$ cat config.mk
export PLATFORM = sky130hd
export DESIGN_NAME = mhd_err_accum
export DESIGN_NICKNAME = d
export VERILOG_FILES = /design/src/rtl/mhd_err_accum.sv
export SDC_FILE = /design/constraint.sdc
export NUM_CORES = 1
export LEC_CHECK = 0
export CORE_UTILIZATION = 31
export DETAILED_ROUTE_END_ITERATION = 16
export PLACE_DENSITY_LB_ADDON = 0.05
export SKIP_CTS_REPAIR_TIMING = 1
export SYNTH_ARGS = -nofsm -noshare
export SYNTH_HDL_FRONTEND = slang
export SYNTH_SLANG_ARGS = --single-unit
$ cat constraint.sdc
create_clock -name clk -period 3 [get_ports clk]
set_input_delay 0.45 -clock clk [delete_from_list [all_inputs] [get_ports clk]]
set_output_delay 0.45 -clock clk [all_outputs]
set_load 0.01 [all_outputs]
$ cat src/rtl/mhd_err_accum.sv
// mhd_err_accum
// Accumulates Hamming-distance statistics between an approximate adder's output
// word and the exact adder's output word over a run of 2^NSAMP_LOG2 samples.
// Reports the total differing bits, the number of differing samples and,
// optionally, the largest unsigned absolute difference seen in the run.
//
// Optional feature: define MHD_MAXED_EN to build the absolute-difference
// datapath and max_ed tracking. Without it, max_ed is tied to zero and no
// subtractor or comparator is built. Timing is the same in both builds.

module mhd_err_accum #(
    parameter int W          = 6,
    parameter int NSAMP_LOG2 = 11,
    localparam int SW        = NSAMP_LOG2 + 4,
    localparam int CW        = NSAMP_LOG2 + 1
) (
    input  logic          clk,
    input  logic          rst_n,
    input  logic          start,
    input  logic          in_valid,
    output logic          in_ready,
    input  logic [W-1:0]  approx_val,
    input  logic [W-1:0]  exact_val,
    output logic          busy,
    output logic          done,
    output logic [SW-1:0] hd_sum,
    output logic [CW-1:0] err_cnt,
    output logic [W-1:0]  max_ed
);

    typedef enum logic [1:0] {IDLE, RUN, DRAIN, DONE} state_t;

    state_t                  state;
    logic [NSAMP_LOG2-1:0]   samp_cnt;
    logic                    drain_cnt;
    logic                    accept;
    logic                    clear_acc;
    logic                    s1_valid;
    logic [W-1:0]            s1_xor;

    // Counts set bits of a word; W is at most 8, so four bits are enough.
    function automatic logic [3:0] popcount(input logic [W-1:0] v);
        logic [3:0] pc;
        pc = 4'd0;
        for (int i = 0; i < W; i++) begin
            pc = pc + 4'(v[i]);
        end
        return pc;
    endfunction

    // in_ready is a registered copy of "in RUN", so a handshake is just both high.
    assign accept    = in_ready & in_valid;
    assign clear_acc = start & ((state == IDLE) | (state == DONE));

    // Control FSM: all handshake/status outputs are registered here.
    always_ff @(posedge clk or negedge rst_n) begin
        if (!rst_n) begin
            state     <= IDLE;
            samp_cnt  <= '0;
            drain_cnt <= 1'b0;
            in_ready  <= 1'b0;
            busy      <= 1'b0;
            done      <= 1'b0;
        end else begin
            case (state)
                IDLE: begin
                    if (start) begin
                        state    <= RUN;
                        samp_cnt <= '0;
                        in_ready <= 1'b1;
                        busy     <= 1'b1;
                    end
                end
                RUN: begin
                    if (accept) begin
                        samp_cnt <= samp_cnt + NSAMP_LOG2'(1);
                        if (samp_cnt == '1) begin
                            state     <= DRAIN;
                            in_ready  <= 1'b0;
                            drain_cnt <= 1'b0;
                        end
                    end
                end
                DRAIN: begin
                    drain_cnt <= 1'b1;
                    if (drain_cnt) begin
                        state <= DONE;
                        busy  <= 1'b0;
                        done  <= 1'b1;
                    end
                end
                DONE: begin
                    if (start) begin
                        state    <= RUN;
                        samp_cnt <= '0;
                        in_ready <= 1'b1;
                        busy     <= 1'b1;
                        done     <= 1'b0;
                    end
                end
                default: begin
                    state <= IDLE;
                end
            endcase
        end
    end

    // Stage 1: capture the bitwise difference of each accepted pair.
    always_ff @(posedge clk or negedge rst_n) begin
        if (!rst_n) begin
            s1_valid <= 1'b0;
            s1_xor   <= '0;
        end else begin
            s1_valid <= accept;
            if (accept) begin
                s1_xor <= approx_val ^ exact_val;
            end
        end
    end

    // Stage 2: fold the captured difference into the running totals.
    always_ff @(posedge clk or negedge rst_n) begin
        if (!rst_n) begin
            hd_sum  <= '0;
            err_cnt <= '0;
        end else if (clear_acc) begin
            hd_sum  <= '0;
            err_cnt <= '0;
        end else if (s1_valid) begin
            hd_sum <= hd_sum + SW'(popcount(s1_xor));
            if (|s1_xor) begin
                err_cnt <= err_cnt + CW'(1);
            end
        end
    end

`ifdef MHD_MAXED_EN
    logic [W-1:0] s1_diff;

    // Stage 1 of the optional path: unsigned absolute difference of the pair.
    always_ff @(posedge clk or negedge rst_n) begin
        if (!rst_n) begin
            s1_diff <= '0;
        end else if (accept) begin
            s1_diff <= (approx_val >= exact_val) ? (approx_val - exact_val)
                                                 : (exact_val - approx_val);
        end
    end

    // Stage 2 of the optional path: keep the largest difference of the run.
    always_ff @(posedge clk or negedge rst_n) begin
        if (!rst_n) begin
            max_ed <= '0;
        end else if (clear_acc) begin
            max_ed <= '0;
        end else if (s1_valid && (s1_diff > max_ed)) begin
            max_ed <= s1_diff;
        end
    end
`else
    assign max_ed = '0;
`endif

endmodule

==> flow_summary.ini <==
[place]
placed_cells = 446
routabilityCongestion = 0.6945
io_buffers = 45
hpwl_um = 4629
preCtsSetupSlack_ns = -0.07225
placed_area_mm2 = 0.003417

[flow_run]
drv_cap = 0

[setup_path]
worst_setup_path_start_kind = register
cp_slowest_cell = fa_1
crit_type = register to register
cp.arrival_ns = 3.15
required_ns = 3.20
path_max_fanout = 5
endpoint_kind = register
crit_path_cell_trace = fa_1 > inv_1 > fa_1 > fa_2 > inv_2 > fa_2 > a21oi_4 > nor4_4 > a31oi_1 > a41o_1
slowest_delay_ns = 0.53

[timing]
drv_slew = 0
whs_ns = 0.09032
rsz0062_at_grt = yes
min_period_over_period_pct = 98.41
relSlewSlack_pct = 61.40
finalHoldViolCount = 0
skew_ns = 0.009092
worst_slew_pin_slew_ns = 0.5791
period_minus_slack_ns = 2.952
setup_slack_ns = 0.04766
setup_viol = 0
fmax_ghz = 0.3387

[yosys]
synth.top_cells.by_area = dfrtp_1 45%, xnor2_1 4.6%, nor2_1 4.5%, o21ai_0 4.0%, ha_1 3.9%
yosysWarnings = 0
synth_simple_gate_area_share_pct = 18.81
synth.most_common_cell = dfrtp_1
synth_top_area_share_pct = 44.62
syn_inst = 298
synth_top_family_by_area = simple AND/OR/NAND/NOR gates
yosys-mux-area-fraction_pct = 1.750
synth_seq_area_share_pct = 44.62
synthFlopType = dfrtp_1
yosys.area.top_type = dfrtp_1
synthAdderAreaFrac_pct = 6.737
synth_xor_xnor_area_share_pct = 5.818
synth_compound_area_share_pct = 16.84
synthArstFlopShare_pct = 100.0
syn-cell-area_mm2 = 0.002860
avgSynthCellArea_um2 = 9.598
synth-edff-count = 0
ys_types = 49
yosys-top-cells-count = 51 x dfrtp_1, 34 x nor2_1, 23 x o21ai_0
ys_ff_latch = 51

[pwr]
ir_drop_v = 0.0003498
power_leakage_uw = 0.001533
powerDensity_mw_per_mm2 = 634.1

[outcome]
violations = design-rule violations
status = complete, but fails checks

[die]
initial_core_util_pct = 32.48
core_area_mm2 = 0.008806
ios = 52
core.rowCount = 34
die_area_mm2 = 0.009615
die_w_um = 98.06
die_y_um = 98.06

[grt]
globalRouteOverflowTotal = 0
grt_pass1_vias = 2203
grt_max_degree = 33
grt_pass1_wl_um = 10850
antenna_found_initial = 0
grt_util_all_layers_pct = 14.26

[cts]
ctsLongestPathBuffers = 2
h-tree-depth = 2
cts_root_buf = clkbuf_8
cts-buffers-inserted = 5
insertion_delay_ns = 0.30
clkTransAtPathRegs_ns = 0.09
cts_tree = done
numClockSinks = 51

[layout]
instances_no_fill = 458
regArea_mm2 = 0.001276
area_growth_pct = 25.02
nNetsFinal = 378
final_layout_size_suffix_gt1_share_pct = 10.29
fin_area_mm2 = 0.003576
multiInputGateArea_mm2 = 0.001480
utilization_pct = 40.61
antenna-diode-count = 0
fillers = 889

[detailed_routing]
drt_iter0_markers = 91
vias_per_cell = 4.998
wl_per_cell_um = 13.99
finalWirelength_um = 6409
drtAntennaViolNets = 0
via_count = 2289
drt_pass1_iterations = 10
drcViolationCount = 4

[min_path]
worstHoldPathType = input pin to asynchronous set/reset pin
==> final timing paths <==
path,start,to,slack (ns),depth (start not counted)
setup reg to reg,hd_sum[0]$_DFFE_PN0P_,hd_sum[12]$_DFFE_PN0P_,0.05,10
hold / removal,rst_n,err_cnt[11]$_DFFE_PN0P_,0.09,1
hold reg to reg,done$_DFFE_PN0P_,done$_DFFE_PN0P_,0.51,2
setup / recovery,hd_sum[0]$_DFFE_PN0P_,hd_sum[12]$_DFFE_PN0P_,0.05,10
max in group asynchronous,rst_n,s1_valid$_DFF_PN0_,2.10,2
min in group clk,done$_DFFE_PN0P_,done$_DFFE_PN0P_,0.51,2
==> sequential cells by signal (all words and copies together) (netlist names) <==
register   flops
hd_sum        15
state          2
busy           1
s1_valid       1
err_cnt       12
done           1
s1_xor         6
drain_cnt      1
in_ready       1
samp_cnt      11
==> routing by layer <==
metal / track usage, % / wire length, um / vias up
met5: 0 / 0 / -
met4: 3.846 / 66 / 0
met3: 3.006 / 213 / 7
met2: 24.54 / 3176 / 36
met1: 18.09 / 2952 / 1102
li1: - / - / 1144
==> report_power, final <==
part | switching, uW | total [uW] | internal, uW
registers | 106 | 888 | 782
clock network | 226 | 437 | 211
logic | 502 | 942 | 440
total | 835 | 2270 | 1430
==> critical path, delay by kind of cell, from the launching register on <==
kind	cells	cell delay, ns
and+or+nand+nor	1	0.34
DFF	1	0.41
buffers and inverters	2	0.11
AOI/OAI and AO/OA	3	0.42
adders and majority gates	4	1.57
==> cells by family after synthesis <==
family / after synthesis
buffers and inverters: 33
AOI/OAI and AO/OA: 77
adders and majority gates: 13
DFF: 51
muxes: 5
and+or+nand+nor: 99
xor gates and xnor gates: 19
other: 1
==> cells in the final DEF (no fill, tap or decap), types with 6 or more instances in the layout <==
cell,instances
a211oi_1,6
a21oi_1,18
a31oi_1,6
buf_4,10
clkbuf_8,7
clkdlybuf4s50_1,44
conb_1,6
dfrtp_1,51
ha_1,9
inv_1,16
nand2_1,22
nand4_1,8
nor2_1,34
o21ai_0,23
xnor2_1,14
==> final cells by class <==
class	count	share of cell area, %
multi-input combinational	219	41.39
inverter	17	1.784
clock buffer	8	2.799
tap	108	3.779
timing repair buffer	55	14.56
sequential	51	35.69
==> per-stage QoR <==
stage | setup TNS [ns] | total power (uW)
final | 0 | 2268
after global routing | -0.2372 | 2466
after CTS | -0.2861 | 2231
after detailed placement | -0.1853 | 1773
after global placement | -0.0003964 | 1764
after floorplan | 0 | 1452
No activity file was read; power rests on OpenSTA's default activity.
